`config.mk`:
```
export PLATFORM = sky130hd
export DESIGN_NAME = fpga_clock_ctrl
export DESIGN_NICKNAME = d
export VERILOG_FILES = /design/src/rtl/fpga_clk_ctrl_pkg.sv /design/src/rtl/fpga_clk_resume_timer.sv /design/src/rtl/fpga_clock_ctrl.sv
export SDC_FILE = /design/constraint.sdc
export NUM_CORES = 1
export LEC_CHECK = 0
export CAP_MARGIN = 20
export CORE_ASPECT_RATIO = 1.75
export CORE_MARGIN = 2
export CORE_UTILIZATION = 50
export DETAILED_ROUTE_END_ITERATION = 10
export PLACE_DENSITY = 0.87
export SKIP_LAST_GASP = 1
export SLEW_MARGIN = 20
export SYNTH_ARGS = -nofsm -noshare
export SYNTH_HDL_FRONTEND = slang
export SYNTH_HIERARCHICAL = 1
export SYNTH_SLANG_ARGS = --single-unit
export TNS_END_PERCENT = 50
```
`constraint.sdc`:
```
create_clock -name clock -period 2.2 [get_ports clock]
set_input_delay 0.33 -clock clock [delete_from_list [all_inputs] [get_ports clock]]
set_output_delay 0.33 -clock clock [all_outputs]
set_load 0.05 [all_outputs]
```
`src/rtl/fpga_clk_ctrl_pkg.sv`:
```
// Shared types and widths for the FPGA core run-control block.
package fpga_clk_ctrl_pkg;

   localparam int unsigned CYCLE_CNT_W = 64;
   localparam int unsigned STEP_W      = 32;

   typedef enum logic [1:0] {
      OP_PAUSE = 2'd0,
      OP_RUN   = 2'd1,
      OP_STEP  = 2'd2,
      OP_CLEAR = 2'd3
   } op_t;

   typedef enum logic [1:0] {
      ST_PAUSED   = 2'd0,
      ST_RUNNING  = 2'd1,
      ST_STEPPING = 2'd2
   } state_t;

endpackage

```
`src/rtl/fpga_clk_resume_timer.sv`:
```
// Resume holdoff after stall release: keeps ready low for RESUME_DELAY
// cycles after stall is first seen low. ready reflects the count that will
// hold after this edge so the registered enable lands exactly on time.
module fpga_clk_resume_timer #(
   parameter int unsigned RESUME_DELAY = 2
) (
   input  logic clock,
   input  logic reset,
   input  logic stall,
   output logic ready
);

   localparam int unsigned CNT_W = (RESUME_DELAY > 1) ? $clog2(RESUME_DELAY + 1) : 1;

   logic             stall_q;
   logic [CNT_W-1:0] resume_cnt;
   logic [CNT_W-1:0] resume_cnt_n;

   // Next count: cleared while stalled, reloaded on the falling edge, then counts down.
   always_comb begin
      resume_cnt_n = resume_cnt;
      if (stall) begin
         resume_cnt_n = '0;
      end else if (stall_q) begin
         resume_cnt_n = CNT_W'(RESUME_DELAY);
      end else if (resume_cnt != '0) begin
         resume_cnt_n = resume_cnt - CNT_W'(1);
      end
   end

   assign ready = (resume_cnt_n == '0);

   // Stall history and countdown register.
   always_ff @(posedge clock) begin
      if (reset) begin
         stall_q    <= 1'b0;
         resume_cnt <= '0;
      end else begin
         stall_q    <= stall;
         resume_cnt <= resume_cnt_n;
      end
   end

endmodule

```
`src/rtl/fpga_clock_ctrl.sv`:
```
// Run-control stage producing core_clock_enable for the core clock gate.
// Optional stall watchdog enabled by defining FPGA_CLK_CTRL_TIMEOUT_EN.
module fpga_clock_ctrl
   import fpga_clk_ctrl_pkg::*;
#(
   parameter int unsigned RESUME_DELAY   = 2,
   parameter int unsigned TIMEOUT_CYCLES = 1000000
) (
   input  logic                   clock,
   input  logic                   reset,
   input  logic                   cmd_valid,
   output logic                   cmd_ready,
   input  logic [1:0]             cmd_op,
   input  logic [STEP_W-1:0]      cmd_arg,
   input  logic                   stall,
   output logic                   core_clock_enable,
   output logic                   step_done,
   output logic                   running,
   output logic [CYCLE_CNT_W-1:0] cycle_count,
   output logic                   timeout
);

   state_t                 state, state_n;
   logic [STEP_W-1:0]      remaining, remaining_n;
   logic [CYCLE_CNT_W-1:0] count_n;
   logic                   enable_n;
   logic                   done_n;
   logic                   ready;

   fpga_clk_resume_timer #(
      .RESUME_DELAY (RESUME_DELAY)
   ) u_resume_timer (
      .clock (clock),
      .reset (reset),
      .stall (stall),
      .ready (ready)
   );

   assign cmd_ready = 1'b1;
   assign running   = (state != ST_PAUSED);

   // Next state: step bookkeeping from the current enabled cycle, then any
   // accepted command overrides it (CLEAR only touches the counter).
   always_comb begin
      state_n     = state;
      remaining_n = remaining;
      count_n     = cycle_count;
      done_n      = 1'b0;
      if (core_clock_enable) begin
         count_n = cycle_count + CYCLE_CNT_W'(1);
         if (state == ST_STEPPING) begin
            if (remaining == STEP_W'(1)) begin
               state_n     = ST_PAUSED;
               remaining_n = '0;
               done_n      = 1'b1;
            end else begin
               remaining_n = remaining - STEP_W'(1);
            end
         end
      end
      if (cmd_valid) begin
         case (op_t'(cmd_op))
            OP_PAUSE: begin
               state_n     = ST_PAUSED;
               remaining_n = '0;
               done_n      = 1'b0;
            end
            OP_RUN: begin
               state_n     = ST_RUNNING;
               remaining_n = '0;
               done_n      = 1'b0;
            end
            OP_STEP: begin
               if (cmd_arg != '0) begin
                  state_n     = ST_STEPPING;
                  remaining_n = cmd_arg;
                  done_n      = 1'b0;
               end else begin
                  done_n = 1'b1;
               end
            end
            OP_CLEAR: count_n = '0;
            default: ;
         endcase
      end
      enable_n = (state_n != ST_PAUSED) & ~stall & ready;
   end

   // Control state and registered outputs.
   always_ff @(posedge clock) begin
      if (reset) begin
         state             <= ST_PAUSED;
         remaining         <= '0;
         cycle_count       <= '0;
         core_clock_enable <= 1'b0;
         step_done         <= 1'b0;
      end else begin
         state             <= state_n;
         remaining         <= remaining_n;
         cycle_count       <= count_n;
         core_clock_enable <= enable_n;
         step_done         <= done_n;
      end
   end

`ifdef FPGA_CLK_CTRL_TIMEOUT_EN
   logic [31:0] stall_run;
   logic        clear_cmd;

   assign clear_cmd = cmd_valid & (op_t'(cmd_op) == OP_CLEAR);

   // Watchdog: consecutive stalled cycles while not paused; saturates at the limit.
   always_ff @(posedge clock) begin
      if (reset || clear_cmd) begin
         stall_run <= '0;
         timeout   <= 1'b0;
      end else if (stall && (state != ST_PAUSED)) begin
         if (stall_run != 32'(TIMEOUT_CYCLES)) begin
            stall_run <= stall_run + 32'd1;
         end
         if (stall_run + 32'd1 == 32'(TIMEOUT_CYCLES)) begin
            timeout <= 1'b1;
         end
      end else begin
         stall_run <= '0;
      end
   end
`else
   logic unused_timeout_cfg;
   assign unused_timeout_cfg = |TIMEOUT_CYCLES;
   assign timeout            = 1'b0;
`endif

endmodule

```
Yosys cells after proc, flatten, opt, wreduce, memory -nomap -nowiden
Cells that the tools add are included.
{"block": "word_totals", "regBits": 103, "latchBits": 0, "ram_bits": 0, "mem_bits_ro": 0, "inputBits": 38, "out_inout_bits": 69, "elab_cells": 49, "n_memories": 0}
{"block": "op_classes", "n_addsub": 3, "n_mul": 0, "div": 0, "magnitude_cmp": 0, "n_eq_ne": 5, "n_shift": 0, "muxes": 24, "n_bitwise": 3, "reduce_logical": 7}
{"operator": "$mux 64", "n": 3}
{"operator": "$mux 32", "n": 5}
{"operator": "$add 64x1->64 const B", "n": 1}
{"operator": "$pmux 32 s2", "n": 1}
{"operator": "$eq 32x1->1 const B", "n": 1}
{"operator": "$reduce_bool 32->1", "n": 1}
{"operator": "$sub 32x1->32 const B", "n": 1}
{"operator": "$mux 2", "n": 8}
{"operator": "$eq 2x2->1 const B", "n": 3}
{"operator": "$pmux 2 s3", "n": 1}
{"operator": "$reduce_bool 2->1", "n": 3}
{"operator": "$mux 1", "n": 5}
{"operator": "$logic_not 2->1", "n": 2}
{"operator": "$and 1x1->1", "n": 2}
{"operator": "$eq 2x1->1 const B", "n": 1}
{"operator": "$pmux 1 s2", "n": 1}
{"operator": "$reduce_or 2->1", "n": 1}
{"operator": "$sub 2x1->2 const B", "n": 1}
{"operator": "$not 1->1", "n": 1}

Logic depth before layout (Yosys ltp)
Gate-level depths: netlist of run 1.
{"block": "depth", "depth_word": 10, "depth_mapped": 10, "mapped_depth_nobuf": 8}

By module
Netlist of run 1, hierarchy kept.
{"mod": "fpga_clock_ctrl", "instances": 1, "cells_each": 611, "area_each_um2": 5200.0, "seq_area_each_um2": 2001.9}
{"mod": "fpga_clk_resume_timer", "instances": 1, "cells_each": 9, "area_each_um2": 102.6, "seq_area_each_um2": 60.1}

Worst setup path after synthesis of run 1
Ideal clock, no wire load.
{"block": "synth_timing", "path_type": "reg2reg", "from": "reg core_clock_enable", "to": "reg remaining[28]", "setup_time_ps": 130, "t_arrival_ps": 2200, "t_required_ps": 2070, "path_slack_ps": -130, "stages_incl_launch_ff": 10, "path_buffers": 3, "synth_period_minus_slack_ps": 2330, "cell_sequence": "dfxtp_1 buf_2 nand3b_1 nor4_2 a31oi_1 o21ai_2 or2_1 buf_6 buf_12 o32ai_2"}
{"block": "synth_via", "elab_chain_cells": 4}
{"element": "from (decl)", "line_no": "fpga_clock_ctrl.sv:16", "text": "output logic core_clock_enable,"}
{"element": "from (signal assigned)", "line_no": "fpga_clock_ctrl.sv:101", "text": "core_clock_enable <= enable_n;"}
{"element": "$mux 32 *", "line_no": "fpga_clock_ctrl.sv:49", "text": "if (core_clock_enable) begin"}
{"element": "$mux 32", "line_no": "fpga_clock_ctrl.sv:74", "text": "if (cmd_arg != '0) begin"}
{"element": "$pmux 32 s2", "line_no": "fpga_clock_ctrl.sv:62", "text": "case (op_t'(cmd_op))"}
{"element": "$mux 32 *", "line_no": "fpga_clock_ctrl.sv:61", "text": "if (cmd_valid) begin"}
{"element": "to (signal assigned)", "line_no": "fpga_clock_ctrl.sv:99", "text": "remaining <= remaining_n;"}
{"element": "to (decl)", "line_no": "fpga_clock_ctrl.sv:24", "text": "logic [STEP_W-1:0] remaining, remaining_n;"}
Every way passes the cells marked *; elsewhere a longest branch is shown, timed or not.
A chain may end at the register's enable or synchronous reset.

Worst setup path after layout of run 1
{"block": "layout_timing", "from": "reg core_clock_enable", "to": "reg remaining[15]"}
The elaborated chain is that of the path after synthesis.

==> impl_metrics.tcl, run 1 <==
set metrics [dict create \
    netlist_area_um2 5300 \
    synth.most_common_cell "dfxtp_1" \
    period_needed_ps 2170 \
    synth.avg_cell_area_um2 8.55 \
    crit_path_end_kind "flip-flop" \
    rsz0062_at_grt "yes" \
    routed_wl_mm 15.4 \
    htreeDepth 3 \
    synth_edf_count 0 \
    ctsHoldBuffers 0 \
    r2r_slack_ps 30 \
    grt_pass1_wl_mm 24.1 \
    ant_nets 0 \
    diodes 0 \
    ys_async_sr_fraction_pct 0 \
    start_util_pct 51.5 \
    ys_ff_latch 103 \
    multiInputGateArea_um2 3140 \
    drt_iter0_drc 357 \
    yosysWarnings 6 \
    hold_viol 0 \
    antenna_found_initial 0 \
    rows 49 \
    drcViolationCount 0 \
    finalPower_mw 3.95 \
    fillers 783 \
    ys.flop_type "dfxtp_1" \
    worst_pin_slew_ps 804 \
    clockBufferDepth 2 \
    num_vias 5160 \
    p_leak_nw 2.52 \
    startpoint "core_clock_enable" \
    final-seq-area_um2 2090 \
    min_period_over_period_pct 98.6 \
    cp.required_ps 2440 \
    synth_top_family_by_area "simple AND/OR/NAND/NOR gates" \
    status "completed" \
    grt_usage_pct 26.7 \
    cts_tree "done" \
    cp-endpoint "remaining[15]" \
    grt_pass1_vias 5260 \
    r2r_start "core_clock_enable" \
    root_buffer "clkbuf_16" \
    reg2reg_depth 7 \
    critPathKind "reg2reg" \
    synth_fp_nets 661 \
    synth_compound_area_share_pct 8.78 \
    synth_fa_ha_area_share_pct 0.708 \
    cp_max_fo 9 \
    ys_top_cells_by_count "dfxtp_1, nor2_1, nand2_1" \
    synth_cells 620 \
    ir_worst_vdd_v 0.000392 \
    crit_arrival_ps 2400 \
    setup_viol 0 \
    synth_mux_area_share_pct 0.944 \
    path_clk_slew_ps 70 \
    synthXorXnorAreaFrac_pct 13.2 \
    hold_slack_ps 468 \
    max_cap_viol_count 0 \
    min_path_type "reg2reg" \
    clock-sinks 103 \
    cts_buffers 9 \
    place_congestion 0.944 \
    die-area_um2 11500 \
    setup_tns_ps 0 \
    drive_gt1_share_pct 19.4 \
    relSlewSlack_pct 46.2 \
    placeableCoreArea_um2 10300 \
    viasPerCell 5.77 \
    syn2layout_area_growth_pct 35.3 \
    yosysTopAreaCell "dfxtp_1" \
    fin_nets 803 \
    power.density_nw_per_um2 551 \
    port_buffers 104 \
    clock_skew_ps 4.16 \
    yosys.cell_types.count 56 \
    clock_latency_ps 340 \
    seq_area_frac_synth_pct 38.9 \
    drt-wirelength-per-cell_um 17.3 \
    post-dp-hpwl_mm 11.5 \
    drt-pass1-iter-count 5 \
    synth_top_area_share_pct 38.9 \
    fp.dieH_um 140 \
    cp-start-kind "flip-flop" \
    slew_violations 0 \
    die_w_um 81.8 \
    grt_max_degree 49 \
    synthSimpleGateAreaFrac_pct 34.0 \
    synth_area_leaders "dfxtp_1, xnor2_1, nor2_1" \
    rr_endpoint "remaining[15]" \
    grt.overflow.total 0 \
    ios 107 \
    max_clock_freq_mhz 461 \
]
[layer usage]
metal | part of all wire [%] | GRT usage (%)
met5 | 0 | 0
met4 | 4.5 | 16.7
met3 | 4.5 | 4.83
met2 | 56 | 49.1
met1 | 35 | 26.3
[placed cells by master, fill, tap and decap left out, types with 3 or more instances in the layout]
master / count
nor4_1: 18
a21oi_1: 12
nor4_4: 5
nand3_2: 3
xnor2_1: 55
nor3_2: 5
nand4_2: 3
buf_4: 48
clkbuf_16: 9
a221oi_1: 3
or3_1: 16
inv_1: 12
nand4_1: 21
nor3_1: 21
nand2_1: 65
o21ai_0: 16
nand3_1: 21
nor3_4: 3
nor4_2: 7
nor2_1: 87
dfxtp_1: 84
nand2b_1: 9
and3_1: 9
and2_1: 5
dfxtp_2: 19
and4_1: 5
o31ai_1: 3
mux2i_1: 5
or2_2: 6
clkdlybuf4s50_1: 103
ha_1: 3
xor2_1: 25
o21ai_2: 20
[cell type report]
| class | instances | area share, % |
|---|---|---|
| multi-input cells | 483 | 43.8 |
| flip-flops and latches | 103 | 29.1 |
| repair buffers | 153 | 20.0 |
| clock buffers | 11 | 3.52 |
| well taps | 127 | 2.21 |
| clock inverters | 5 | 0.785 |
| inverters | 12 | 0.628 |
[per-stage QoR]
stage	worst slack [ps]	area (um2)	util, %	cells
3_3_place_gp	-343	6770	65.8	876
6_report	31.5	7170	69.7	894
5_1_grt	-122	7170	69.7	894
2_1_floorplan	-51.0	5330	-	620
4_1_cts	11.4	7090	68.8	892
3_5_place_dp	-276	6780	65.8	876
[logic make-up (layout without fill, tap and decap cells)]
| family | count (synthesis) | in the layout |
|---|---|---|
| mux | 5 | 5 |
| simple gates | 327 | 327 |
| buf+inv | 34 | 181 |
| flops | 103 | 103 |
| xor+xnor | 80 | 80 |
| compound gates | 66 | 66 |
| other cells | 2 | 2 |
| fa+ha+maj | 3 | 3 |
[power breakdown]
group	internal (mW)	total (mW)	switching [mW]
sequential	1.89	1.91	0.0264
combinational	0.186	0.410	0.224
clock	0.942	1.63	0.687
[sequential cells by signal (all words and copies together), names as in the netlist]
name and count:
state 2, remaining 32, cycle_count 64, core_clock_enable 1, u_resume_timer/resume_cnt 2, u_resume_timer/stall_q 1
step_done 1
[timing repair]
action,4_1_cts,5_1_grt
resized for setup,1,12
pin swaps,0,3
endpoints found under the setup margin,6,34
buffers inserted,0,2
cloned,0,0
[worst max-delay path, cell delays in order, from the launching register on]
cell and delay (ps):
dfxtp_2 450, nand3b_1 270, buf_4 260, nor4_2 340, nand2b_1 200, nor3_1 290
xnor2_1 190, o21ai_2 70
[how the worst min path moves through the flow]
stage | startpoint | endpoint | slack [ps] | cells after the start
floorplan | stall | u_resume_timer/resume_cnt[0] | 400 | 1
global placement | u_resume_timer/stall_q | u_resume_timer/resume_cnt[0] | 440 | 1
detailed placement | u_resume_timer/stall_q | u_resume_timer/resume_cnt[0] | 450 | 1
CTS | u_resume_timer/stall_q | u_resume_timer/resume_cnt[0] | 460 | 1
global route | u_resume_timer/stall_q | u_resume_timer/resume_cnt[0] | 480 | 1
finish | u_resume_timer/stall_q | u_resume_timer/resume_cnt[0] | 470 | 1
Power figures use the tool's default switching activity.
==> run 2: changes to the inputs <==
--- a/config.mk
+++ b/config.mk
@@ -8,9 +8,9 @@
 export CAP_MARGIN = 20
 export CORE_ASPECT_RATIO = 1.75
 export CORE_MARGIN = 2
-export CORE_UTILIZATION = 50
+export CORE_UTILIZATION = 47
 export DETAILED_ROUTE_END_ITERATION = 10
-export PLACE_DENSITY = 0.87
+export PLACE_DENSITY = 0.86
 export SKIP_LAST_GASP = 1
 export SLEW_MARGIN = 20
 export SYNTH_ARGS = -nofsm -noshare
==> constraint.sdc (replaced) <==
create_clock -name clock -period 1.9 [get_ports clock]
set_input_delay 0.285 -clock clock [delete_from_list [all_inputs] [get_ports clock]]
set_output_delay 0.285 -clock clock [all_outputs]
set_load 0.05 [all_outputs]
==> run 2 against run 1 <==
The run now ends with setup timing left. Wire length rose by 16%. Power rose by 19%. Critical path depth fell by 1. Critical endpoint is now remaining[29].
==> impl_metrics.tcl, run 2 (synthesis results as in run 1) <==
set metrics [dict create \
    status "complete, but fails checks" \
    violations "setup timing" \
    path_clk_slew_ps 70 \
    drt_iter0_drc 297 \
    sw_frac_of_total_pct 25.7 \
    reg.largest.list "cycle_count x64, remaining x32" \
    finalPower_mw 4.69 \
    rsz0062_at_grt "yes" \
    fp.dieH_um 145 \
    crit_path_end_kind "flip-flop" \
    grt.overflow.total 0 \
    grt_pass1_wl_mm 27.3 \
    hold_viol 0 \
    htreeDepth 3 \
    ctsHoldBuffers 0 \
    max_stage_delay_ps 560 \
    layout_commonest_cell "buf_4" \
    fin_nets 881 \
    relSlewSlack_pct 47.2 \
    grt_pass1_vias 5678 \
    pwr-share-clk_pct 40.9 \
    clock_skew_ps 7.14 \
    ios 107 \
    viasPerCell 5.84 \
    grt_usage_pct 28.3 \
    cp-start-kind "flip-flop" \
    switchingPower_mw 1.21 \
    drt-wirelength-per-cell_um 18.4 \
    syn2layout_area_growth_pct 54.1 \
    cts_buffers 9 \
    root_buffer "clkbuf_16" \
    period_needed_ps 2090 \
    post-dp-hpwl_mm 12.6 \
    rows 51 \
    antenna_found_initial 0 \
    clock-sinks 103 \
    port_buffers 104 \
    cp.required_ps 2150 \
    grt_max_degree 29 \
    ant_nets 0 \
    routed_wl_mm 17.9 \
    cp_max_fo 6 \
    clock_latency_ps 350 \
    p_leak_nw 3.09 \
    drt-pass1-iter-count 5 \
    crit_arrival_ps 2340 \
    drcViolationCount 0 \
    comb_power_share_pct 13.0 \
    worst_pin_slew_ps 789 \
    clockBufferDepth 2 \
    fin_ws_ps -189 \
    slew_violations 0 \
    num_vias 5707 \
    critPathKind "reg2reg" \
    start_util_pct 48.0 \
    ir_worst_vdd_v 0.000548 \
    cts_tree "done" \
    power.density_nw_per_um2 574 \
    placeableCoreArea_um2 11000 \
    cp_cell_sequence "or4_4 -> buf_4 -> nor2_4 -> nand4b_4 -> o31a_1 -> a221oi_1" \
    die_w_um 84.3 \
    final_cells 977 \
    p_seq_share_pct 46.1 \
    max_clock_freq_mhz 479 \
    fillers 730 \
    mostFrequentLayoutCells "buf_4, clkdlybuf4s50_1, nor2_1" \
    max_cap_viol_count 0 \
    crit_slowest_cell "or4_4" \
    critPathTopFamily "simple AND/OR/NAND/NOR gates" \
    place_congestion 0.948 \
    diodes 0 \
    largest_register_ffs 64 \
    min_period_over_period_pct 110 \
    setup_viol 55 \
    placedCellCount 945 \
    drive_gt1_share_pct 34.8 \
    die-area_um2 12200 \
    path_buf_inv 1 \
    p_int_mw 3.48 \
    min_path_type "in2reg" \
    largest-register "cycle_count" \
]
==> run 2: changes by cell type in the layout (fill, tap and decap cells not counted), sizes merged <==
cell           previous run  this run
buf                      50       133
clkdlybuf4s50           103        96
inv                      12        14
clkbuf                   11        10
dlymetal6s2s              0         1
==> run 2: worst paths after layout <==
check                         startpoint  cells past startpoint  slack [ps]                            to
setup / recovery            remaining[9]                      6        -190                 remaining[29]
hold / removal               cmd_arg[30]                      4         470                 remaining[30]
hold reg to reg   u_resume_timer/stall_q                      1         470  u_resume_timer/resume_cnt[0]
setup reg to reg            remaining[9]                      6        -190                 remaining[29]
==> run 2: final cells by class <==
type | count | area, um2 | share of cell area, %
timing repair buffer | 231 | 2050 | 25.1
tap | 132 | 165 | 2.02
clock buffer | 9 | 225 | 2.76
clock inverter | 7 | 81.3 | 0.995
sequential | 103 | 2210 | 27.1
inverter | 12 | 45.0 | 0.551
multi-input combinational | 483 | 3390 | 41.5
==> run 2: power groups by stage <==
stage	logic (mW)	clock network [mW]	registers, mW
after floorplan	0.248	0	2.22
after global placement	0.524	0	2.21
after detailed placement	0.546	0	2.21
after CTS	0.579	1.92	2.16
after global routing	0.644	2.01	2.16
final	0.610	1.92	2.16
==> run 2: through the flow <==
step | instance area (um2) | TNS (ps) | util (%) | hold WS, ps | worst slack, ps
2_1_floorplan | 5570 | -2530 | - | 355 | -133
3_3_place_gp | 7480 | -16340 | 67.8 | 442 | -559
3_5_place_dp | 7490 | -17570 | 67.8 | 460 | -600
4_1_cts | 7890 | -3500 | 71.4 | 477 | -127
5_1_grt | 8170 | -10600 | 74.0 | 471 | -265
6_report | 8170 | -5790 | 74.0 | 473 | -189
==> run 2: tightest hold or removal path, stage by stage <==
cell and delay, ps:
dlymetal6s2s_1 150, buf_4 140, nand2_1 90, a221oi_1 90
==> run 2: repair_timing <==
item / 4_1_cts / 5_1_grt
cloned: 1 / 1
endpoints found under the setup margin: 51 / 76
setup buffers: 0 / 14
pin swaps: 3 / 22
gates resized for setup: 12 / 32
==> run 2: layer usage <==
| layer | share of wire (%) | track usage [%] | vias up |
|---|---|---|---|
| li1 | - | - | 2610 |
| met1 | 34 | 27.4 | 2676 |
| met2 | 55 | 54.6 | 327 |
| met3 | 5.9 | 4.91 | 94 |
| met4 | 5.9 | 17.6 | 0 |
| met5 | 0 | 0 | - |
==> RTL edit (flow settings as in run 1) <==
Re-encode `state_t` (3 states) as one-hot, 3 bits wide.
--- a/src/rtl/fpga_clk_ctrl_pkg.sv
+++ b/src/rtl/fpga_clk_ctrl_pkg.sv
@@ -11,10 +11,10 @@
       OP_CLEAR = 2'd3
    } op_t;
 
-   typedef enum logic [1:0] {
-      ST_PAUSED   = 2'd0,
-      ST_RUNNING  = 2'd1,
-      ST_STEPPING = 2'd2
+   typedef enum logic [2:0] {
+      ST_PAUSED   = 3'b001,
+      ST_RUNNING  = 3'b010,
+      ST_STEPPING = 3'b100
    } state_t;
 
 endpackage
Formal check against the unedited RTL: same outputs for any inputs over 4 cycles, from zero or initial values and one cycle with reset high; so few cycles prove little.
==> RTL edit against run 1 <==
  * The run now ends with setup timing left
  * Worst setup slack got worse by 280 ps
  * Sequential cell count rose by 1
  * Critical path depth fell by 2
  * Final area rose by 4.5%
  * Wire length rose by 6.3%
  * Die area fell by 4.2%
  * Fmax fell by 11%
  * Core utilization rose by 6.5 points
  * Synthesized area fell by 4.4%
  * Clock skew rose by 2.5 ps
  * Non-clock buffer count rose by 38
  * Power rose by 4.0%
  * First-iteration DRC count fell by 2.5%
  * Critical endpoint is now remaining[29]$_SDFF_PP0_
  * Largest cell class unchanged
  * Largest power group unchanged
==> RTL edit: results (changes against run 1) <==
non-clk buf share=23.1% (was 20.0%); peak supply drop=0.539 mV (was 0.392 mV); largest registers=cycle_count (64), remaining (32), state (3) (was cycle_count (64), remaining (32)); sequential fraction of the synthesis area=41.1% (was 38.9%); drt first pass iters=5 (unchanged); Hold Path Class=input pin to flip-flop (was flip-flop to flip-flop); register area=2140 sq um (was 2090 sq um); main area contributors after synthesis=dfxtp_1, xor2_1, nor2_1, nand2_1, xnor2_1 (was dfxtp_1, xnor2_1, nor2_1, nand2_1, xor2_1); setup violators final=24 (was 0); synth unique cells=57 (was 56); cell family with most CP delay=simple AND/OR/NAND/NOR gates (unchanged); bufs w/o clock=191 (was 153); fraction of layout cells with a size suffix above 1=22.8% (was 19.4%); Layout fillers=618 (was 783); via density per instance=6.07 (was 5.77); Syn Inst Count=612 (was 620); Post-Syn Nets=653 (was 661); via count=5581 (was 5160); Commonest cells post-synth=dfxtp_1, nor2_1, nand2_1, xor2_1, o21ai_0 (was dfxtp_1, nor2_1, nand2_1, xnor2_1, xor2_1); CP arrival=2720 ps (was 2400 ps); DR iter-0 viols=348 (was 357); Sum Neg Setup Slack=-2340 ps (was 0 ps); slowest CP cell=or4_4 (was dfxtp_2); Slew @ Worst Pin=543 ps (was 804 ps); Met2 Wirelength=9.10 mm (was 8.62 mm); total track usage=27.8% (was 26.7%); average routed wire per standard cell=17.9 microns (was 17.3 microns); I/O Buffers=104 (unchanged); first-pass GRT wire length=24.3 mm (was 24.1 mm); hpwl dp=11.1 mm (was 11.5 mm); Placer Congestion=0.911 (was 0.944); Clock Path Buffers=2 (unchanged); # Post-CTS Setup Buffers=1 (was 0); post-cts resize count=12 (was 1); CP Max Fanout=5 (was 9); #MultiIn Comb=475 (was 483); Cells after DPL=891 (was 876); Clock Sinks=104 (was 103); leakage=2.75 nW (was 2.52 nW); met3 wire length=850 microns (was 696 microns); Fin Clk Skew=6.61 ps (was 4.16 ps); wire length on met1=5.57 mm (was 5.42 mm); vias in the first global route=5468 (was 5260); ys flop type=dfxtp_1 (unchanged); Max stage delay on crit path=530 ps (was 450 ps); area of the multi-input gates=3120 sq um (was 3140 sq um); largest net degree at the start of global routing=65 (was 49); Inverters, non-clock=8 (was 12); clock-cell share of area=4.27% (was 4.31%); setup ws final=-245 ps (was 31.5 ps); Nets=830 (was 803); failing checks=setup timing; status=complete, but fails checks (was finished, final reports clean)
[RTL edit: changes by cell type after synthesis, moves of 9 or more]
cell     change
nor2_1      -12
xnor2_1     -34
nor3_1       -9
xor2_1      +34
nand3_1     +10
o21ai_2     -20
o21ai_0     +19
[RTL edit: kinds of logic (layout without fill, tap and decap cells)]
group | count (synthesis) | in the layout | share of synthesized area, %
DFF | 104 | 104 | 41.1
buffers and inverters | 35 | 215 | 2.89
other | 2 | 2 | 0.148
adders and majority gates | 3 | 3 | 0.741
and+or+nand+nor | 311 | 313 | 31.8
muxes | 1 | 1 | 0.197
AOI/OAI and AO/OA | 76 | 76 | 9.33
xor gates and xnor gates | 80 | 80 | 13.8
[RTL edit: routing by layer]
metal,GRT usage [%],vias to the layer above
met4,15.1,0
met1,26.8,2690
li1,-,2520
met2,54.2,291
met3,4.52,80
met5,0,-
[RTL edit: where the power goes]
| part | internal (mW) | switching, mW | total, mW |
|---|---|---|---|
| combinational | 0.212 | 0.238 | 0.449 |
| clock | 1.00 | 0.745 | 1.74 |
| sequential | 1.89 | 0.0247 | 1.92 |
| total | 3.10 | 1.01 | 4.11 |
[RTL edit: worst paths after layout]
check,start,end,slack [ps],cells past startpoint
setup / recovery,remaining[4]$_SDFF_PP0_,remaining[29]$_SDFF_PP0_,-250,5
hold / removal,cmd_arg[7],remaining[7]$_SDFF_PP0_,380,4
setup reg to reg,remaining[4]$_SDFF_PP0_,remaining[29]$_SDFF_PP0_,-250,5
hold reg to reg,u_resume_timer/stall_q$_SDFF_PP0_,u_resume_timer/resume_cnt[0]$_SDFF_PP0_,470,1
[RTL edit: stage by stage]
step	worst slack [ps]	cell area, sq um
2_1_floorplan	-220	5170
3_3_place_gp	-294	6860
3_5_place_dp	-549	6860
4_1_cts	-248	7250
5_1_grt	-305	7500
6_report	-245	7500
